==> src/rtl/operand_loader_pkg.sv <==
// Shared types and defaults for the operand loader.
package operand_loader_pkg;

    localparam int OPLOAD_DEF_WIDTH   = 4;
    localparam int OPLOAD_DEF_TIMEOUT = 8;

    typedef enum logic [2:0] {
        ST_A,
        ST_B,
        ST_C,
        ST_S,
        ST_OUT
    } opload_state_e;

endpackage

==> src/rtl/operand_loader_if.sv <==
// Beat input / operand output bundle for operand_loader.
// master = upstream+downstream environment, slave = the loader itself.
interface operand_loader_if #(
    parameter int WIDTH = operand_loader_pkg::OPLOAD_DEF_WIDTH
);
    logic             in_valid;
    logic [WIDTH-1:0] in_data;
    logic             in_ready;
    logic [WIDTH-1:0] op_a;
    logic [WIDTH-1:0] op_b;
    logic [WIDTH-1:0] op_c;
    logic             op_s;
    logic             op_valid;
    logic             op_ack;
    logic             err;

    modport master (
        output in_valid, in_data, op_ack,
        input  in_ready, op_a, op_b, op_c, op_s, op_valid, err
    );

    modport slave (
        input  in_valid, in_data, op_ack,
        output in_ready, op_a, op_b, op_c, op_s, op_valid, err
    );
endinterface

==> src/rtl/operand_loader.sv <==
// Collects four beats (A, B, C, S) into one stable operand frame for the mux/adder stage.
// Define OPLOAD_TIMEOUT_EN to drop partial frames after TIMEOUT idle cycles (err pulse).
module operand_loader
    import operand_loader_pkg::*;
#(
    parameter int WIDTH   = OPLOAD_DEF_WIDTH,
    parameter int TIMEOUT = OPLOAD_DEF_TIMEOUT
) (
    input logic               clk,
    input logic               rst_n,
    operand_loader_if.slave   bus
);

    if (TIMEOUT < 1) begin : g_bad_timeout
        $error("operand_loader: TIMEOUT must be at least 1");
    end

    opload_state_e    state;
    logic [WIDTH-1:0] stg_a, stg_b, stg_c;
    logic [WIDTH-1:0] op_a, op_b, op_c;
    logic             op_s, op_valid, in_ready, err;
    logic             acc;

    assign acc = bus.in_valid && in_ready;

`ifdef OPLOAD_TIMEOUT_EN
    localparam int CNT_W = $clog2(TIMEOUT + 1);
    logic [CNT_W-1:0] cnt;
    logic             mid_frame;

    assign mid_frame = (state == ST_B) || (state == ST_C) || (state == ST_S);
`endif

    always_ff @(posedge clk or negedge rst_n) begin
        if (!rst_n) begin
            state    <= ST_A;
            stg_a    <= '0;
            stg_b    <= '0;
            stg_c    <= '0;
            op_a     <= '0;
            op_b     <= '0;
            op_c     <= '0;
            op_s     <= 1'b0;
            op_valid <= 1'b0;
            in_ready <= 1'b1;
            err      <= 1'b0;
`ifdef OPLOAD_TIMEOUT_EN
            cnt      <= '0;
`endif
        end else begin
            err <= 1'b0;
            case (state)
                ST_A: if (acc) begin
                    stg_a <= bus.in_data;
                    state <= ST_B;
                end
                ST_B: if (acc) begin
                    stg_b <= bus.in_data;
                    state <= ST_C;
                end
                ST_C: if (acc) begin
                    stg_c <= bus.in_data;
                    state <= ST_S;
                end
                ST_S: if (acc) begin
                    // whole frame publishes on one edge so downstream never sees a mix
                    op_a     <= stg_a;
                    op_b     <= stg_b;
                    op_c     <= stg_c;
                    op_s     <= bus.in_data[0];
                    op_valid <= 1'b1;
                    in_ready <= 1'b0;
                    state    <= ST_OUT;
                end
                ST_OUT: if (bus.op_ack) begin
                    op_valid <= 1'b0;
                    in_ready <= 1'b1;
                    state    <= ST_A;
                end
                default: begin
                    state    <= ST_A;
                    op_valid <= 1'b0;
                    in_ready <= 1'b1;
                end
            endcase
`ifdef OPLOAD_TIMEOUT_EN
            // an accepted beat always beats the timeout on the same edge
            if (!mid_frame || acc) begin
                cnt <= '0;
            end else if (cnt == CNT_W'(TIMEOUT - 1)) begin
                cnt   <= '0;
                state <= ST_A;
                stg_a <= '0;
                stg_b <= '0;
                stg_c <= '0;
                err   <= 1'b1;
            end else begin
                cnt <= cnt + 1'b1;
            end
`endif
        end
    end

    assign bus.in_ready = in_ready;
    assign bus.op_a     = op_a;
    assign bus.op_b     = op_b;
    assign bus.op_c     = op_c;
    assign bus.op_s     = op_s;
    assign bus.op_valid = op_valid;
`ifdef OPLOAD_TIMEOUT_EN
    assign bus.err      = err;
`else
    assign bus.err      = 1'b0;
`endif

endmodule

==> src/flat_wrapper.sv <==
// flat-port wrapper written by rule: the top's interface ports become plain ports
module operand_loader_flat import operand_loader_pkg::*;
#(
    parameter int WIDTH   = OPLOAD_DEF_WIDTH,
    parameter int TIMEOUT = OPLOAD_DEF_TIMEOUT
)
  (clk, rst_n, bus_in_valid, bus_in_data, bus_op_ack, bus_in_ready, bus_op_a, bus_op_b, bus_op_c, bus_op_s, bus_op_valid, bus_err);
  operand_loader_if #(.WIDTH(WIDTH)) bus_i ();
  input logic clk;
  input logic rst_n;
  input wire logic [$bits(bus_i.in_valid)-1:0] bus_in_valid;
  input wire logic [$bits(bus_i.in_data)-1:0] bus_in_data;
  input wire logic [$bits(bus_i.op_ack)-1:0] bus_op_ack;
  output wire logic [$bits(bus_i.in_ready)-1:0] bus_in_ready;
  output wire logic [$bits(bus_i.op_a)-1:0] bus_op_a;
  output wire logic [$bits(bus_i.op_b)-1:0] bus_op_b;
  output wire logic [$bits(bus_i.op_c)-1:0] bus_op_c;
  output wire logic [$bits(bus_i.op_s)-1:0] bus_op_s;
  output wire logic [$bits(bus_i.op_valid)-1:0] bus_op_valid;
  output wire logic [$bits(bus_i.err)-1:0] bus_err;
  assign bus_i.in_valid = bus_in_valid;
  assign bus_i.in_data = bus_in_data;
  assign bus_i.op_ack = bus_op_ack;
  assign bus_in_ready = bus_i.in_ready;
  assign bus_op_a = bus_i.op_a;
  assign bus_op_b = bus_i.op_b;
  assign bus_op_c = bus_i.op_c;
  assign bus_op_s = bus_i.op_s;
  assign bus_op_valid = bus_i.op_valid;
  assign bus_err = bus_i.err;
  operand_loader #(.WIDTH(WIDTH), .TIMEOUT(TIMEOUT)) u_core (.clk(clk), .rst_n(rst_n), .bus(bus_i));
endmodule
==> config.mk <==
export PLATFORM = sky130hd
export DESIGN_NAME = operand_loader_flat
export DESIGN_NICKNAME = d
export VERILOG_FILES = /design/src/rtl/operand_loader_pkg.sv /design/src/rtl/operand_loader_if.sv /design/src/rtl/operand_loader.sv /design/src/flat_wrapper.sv
export SDC_FILE = /design/constraint.sdc
export NUM_CORES = 1
export LEC_CHECK = 0
export ABC_AREA = 1
export CORE_ASPECT_RATIO = 0.75
export CORE_UTILIZATION = 45
export CTS_BUF_LIST = sky130_fd_sc_hd__clkbuf_2
export DETAILED_ROUTE_END_ITERATION = 8
export PLACE_DENSITY = 0.74
export SLEW_MARGIN = 10
export SYNTH_ARGS = -nofsm -noshare
export SYNTH_HDL_FRONTEND = slang
export SYNTH_SLANG_ARGS = --single-unit
==> constraint.sdc <==
create_clock -name clk -period 1.1 [get_ports clk]
set_input_delay 0.11 -clock clk [delete_from_list [all_inputs] [get_ports clk]]
set_output_delay 0.11 -clock clk [all_outputs]
set_load 0.01 [all_outputs]
==> flow_summary.toml <==
[worst_setup_path]
r2r_slack_ns = -0.16
startpoint_type = "flip-flop"
critPathBufInv = 0
path_class = "reg -> reg"
slowest_stage = "dfrtp_2"
crit_fanout = 8
max_stage_delay_ns = 0.52
crit_path_cell_trace = "nand2_2, nor2_4, nand2_2, nand2_1, nand2_1"
critical_path.top_delay_family = "simple AND/OR/NAND/NOR gates"
required_ns = 1.37
end_kind = "flip-flop"
cp.arrival_ns = 1.53

[clock_tree]
cts-root-buf = "clkbuf_2"
cts_sinks = 30
numCtsBuffers = 5
cts_hold_buf = 0
cts_tree = "done"
clk_latency_ns = 0.35
cts-htree-levels = 2
clkSlewWorstSetupHoldPaths_ns = 0.16
cts_max_path_buffers = 2

[synthesis]
synth-seq-area-share = 0.622
syn_nets = 139
synth.area.top_cells = "dfrtp_1 (60%), nand2_1 (15%), nand3_1 (6.6%)"
syn_avg_cell_area_um2 = 9.24
synth_commonest_cells = "nand2_1 (49), dfrtp_1 (29), nand3_1 (16), o21ai_0 (15), inv_1 (6)"
yosys_warnings = 0
async_flop_share = 1.00
synth-main-ff-cell = "dfrtp_1"
yosys.area.top_type_share = 0.600
synth_most_common_cell = "nand2_1"
synth-seq-cells = 30
synth_area_leader_cell = "dfrtp_1"
ys_types = 17
syn_area_um2 = 1210
synth-edff-count = 0
synthCells = 131

[place]
portBuffers = 22
dp_hpwl_mm = 1.81
dp_slack_ns = -0.148
place.gp.congestion = 0.813

[floorplan]
start_util = 0.500
dieArea_um2 = 2900
rows = 15
design.core.area_um2 = 2420
die_h_um = 46.9
ios = 24
die_x_um = 61.9

[status]
violations = "negative setup slack"
outcome = "finished with violations"

[flow_run]
max-cap-violations = 0

[sta]
period_needed_ns = 1.26
hold_viol_final = 0
setup_violations = 31
finalMaxSlewViolations = 0
fin_skew_ns = 0.0179
max_freq_ghz = 0.794
setup_ws_ns = -0.159
fin_crit_sh = 1.14
grt_setup_unrepaired = "yes"

[finish]
fill_cells = 157
nets = 187
final_util = 0.751
area_growth_pct = 50.4
diodes = 0
layout-drive-gt1-share = 0.478

[grt]
grt_pass1_wl_mm = 4.15
grt_pass1_vias = 928
grt_usage = 0.212
antenna_found_initial = 0
grt_remaining_overflow = 0
grt_max_degree = 31

[routing]
antenna_left = 0
drt-vias-per-instance = 5.13
first_pass_iters = 4
wire_per_inst_um = 15.3
drt-total-wl_mm = 3.28
num_vias = 1098
drt_drc_violations_left = 0
drt_iter0_drc = 73

[worst_hold_path]
hold_class = "in -> async"

[pwr]
powerDensity_nw_per_um2 = 919
ir_drop_uv = 557
p_leak_nw = 0.950
report_power, final:
group	switching [W]	internal, W
combinational	0.0000357	0.0000300
clock	0.000367	0.000136
sequential	0	0.00110
state kept, by name, summed over array words and instances (netlist names):
register,count
u_core.bus.op_a,4
u_core.bus.op_b,4
u_core.bus.op_c,4
u_core.stg_a,4
u_core.stg_b,4
u_core.stg_c,4
u_core.state,3
u_core.bus.in_ready,1
u_core.bus.op_s,1
u_core.bus.op_valid,1
what timing repair did:
| item | 4_1_cts | 5_1_grt |
|---|---|---|
| gates resized for setup | 64 | 65 |
| setup buffers | 6 | 7 |
| pin swaps | 0 | 17 |
| setup endpoints to repair | 43 | 34 |
| cloned | 0 | 2 |
cell usage in the layout, fill, tap and decap left out, drive strengths merged:
cell and n:
clkinv 4, conb 1, o31ai 1, o22ai 1, clkbuf 7, buf 35, clkdlybuf4s50 7, o21ai 15
nand2 52, inv 6, nor2 5, nand3 16, dfrtp 29, dfstp 1
layout make-up:
type | count | area, um^2 | share of cell area
flip-flops and latches | 30 | 756 | 0.415
multi-input cells | 91 | 574 | 0.316
repair buffers | 44 | 372 | 0.204
well taps | 34 | 42.5 | 0.0234
inverters | 7 | 38.8 | 0.0213
clock buffers | 5 | 25.0 | 0.0138
clock inverters | 3 | 11.3 | 0.00619
metrics by stage:
| stage | total power (W) | cells | setup TNS, ns | instance area (um^2) | hold WS [ns] |
|---|---|---|---|---|---|
| 2_1_floorplan | 0.00113 | 131 | -0.0958 | 1230 | -0.186 |
| 3_3_place_gp | 0.00119 | 191 | -1.52 | 1530 | 0.454 |
| 3_5_place_dp | 0.00119 | 191 | -2.05 | 1530 | 0.458 |
| 4_1_cts | 0.00168 | 205 | -1.25 | 1580 | 0.0689 |
| 5_1_grt | 0.00173 | 214 | -3.93 | 1820 | 0.0855 |
| 6_report | 0.00167 | 214 | -3.05 | 1820 | 0.0846 |
layer usage:
layer / up-vias / wire length [um] / track usage
li1: 519 / - / -
met1: 537 / 1380 / 0.258
met2: 34 / 1640 / 0.346
met3: 8 / 167 / 0.0909
met4: 0 / 80 / 0.0667
met5: - / 0 / 0
path summary, 6_finish.rpt:
path / start / endpoint / cells past startpoint
min in group clk: bus_in_data[2] / u_core.stg_a[2] / 3
max: u_core.state[1] / u_core.bus.op_b[2] / 5
max reg2reg: u_core.state[1] / u_core.bus.op_b[2] / 5
max in group asynchronous: rst_n / u_core.bus.in_ready / 2
min reg2reg: u_core.bus.op_c[2] / u_core.bus.op_c[2] / 2
min: rst_n / u_core.stg_a[2] / 2
cells by family (layout without fill, tap and decap cells):
kind of cell           Yosys count  in the layout  share of synthesized area
AOI/OAI and AO/OA               17             17                     0.0734
buffers and inverters           11             59                     0.0476
DFF                             30             30                      0.622
other                            1              1                    0.00310
and+or+nand+nor                 72             73                      0.254
(Power assumes the default switching activity.)
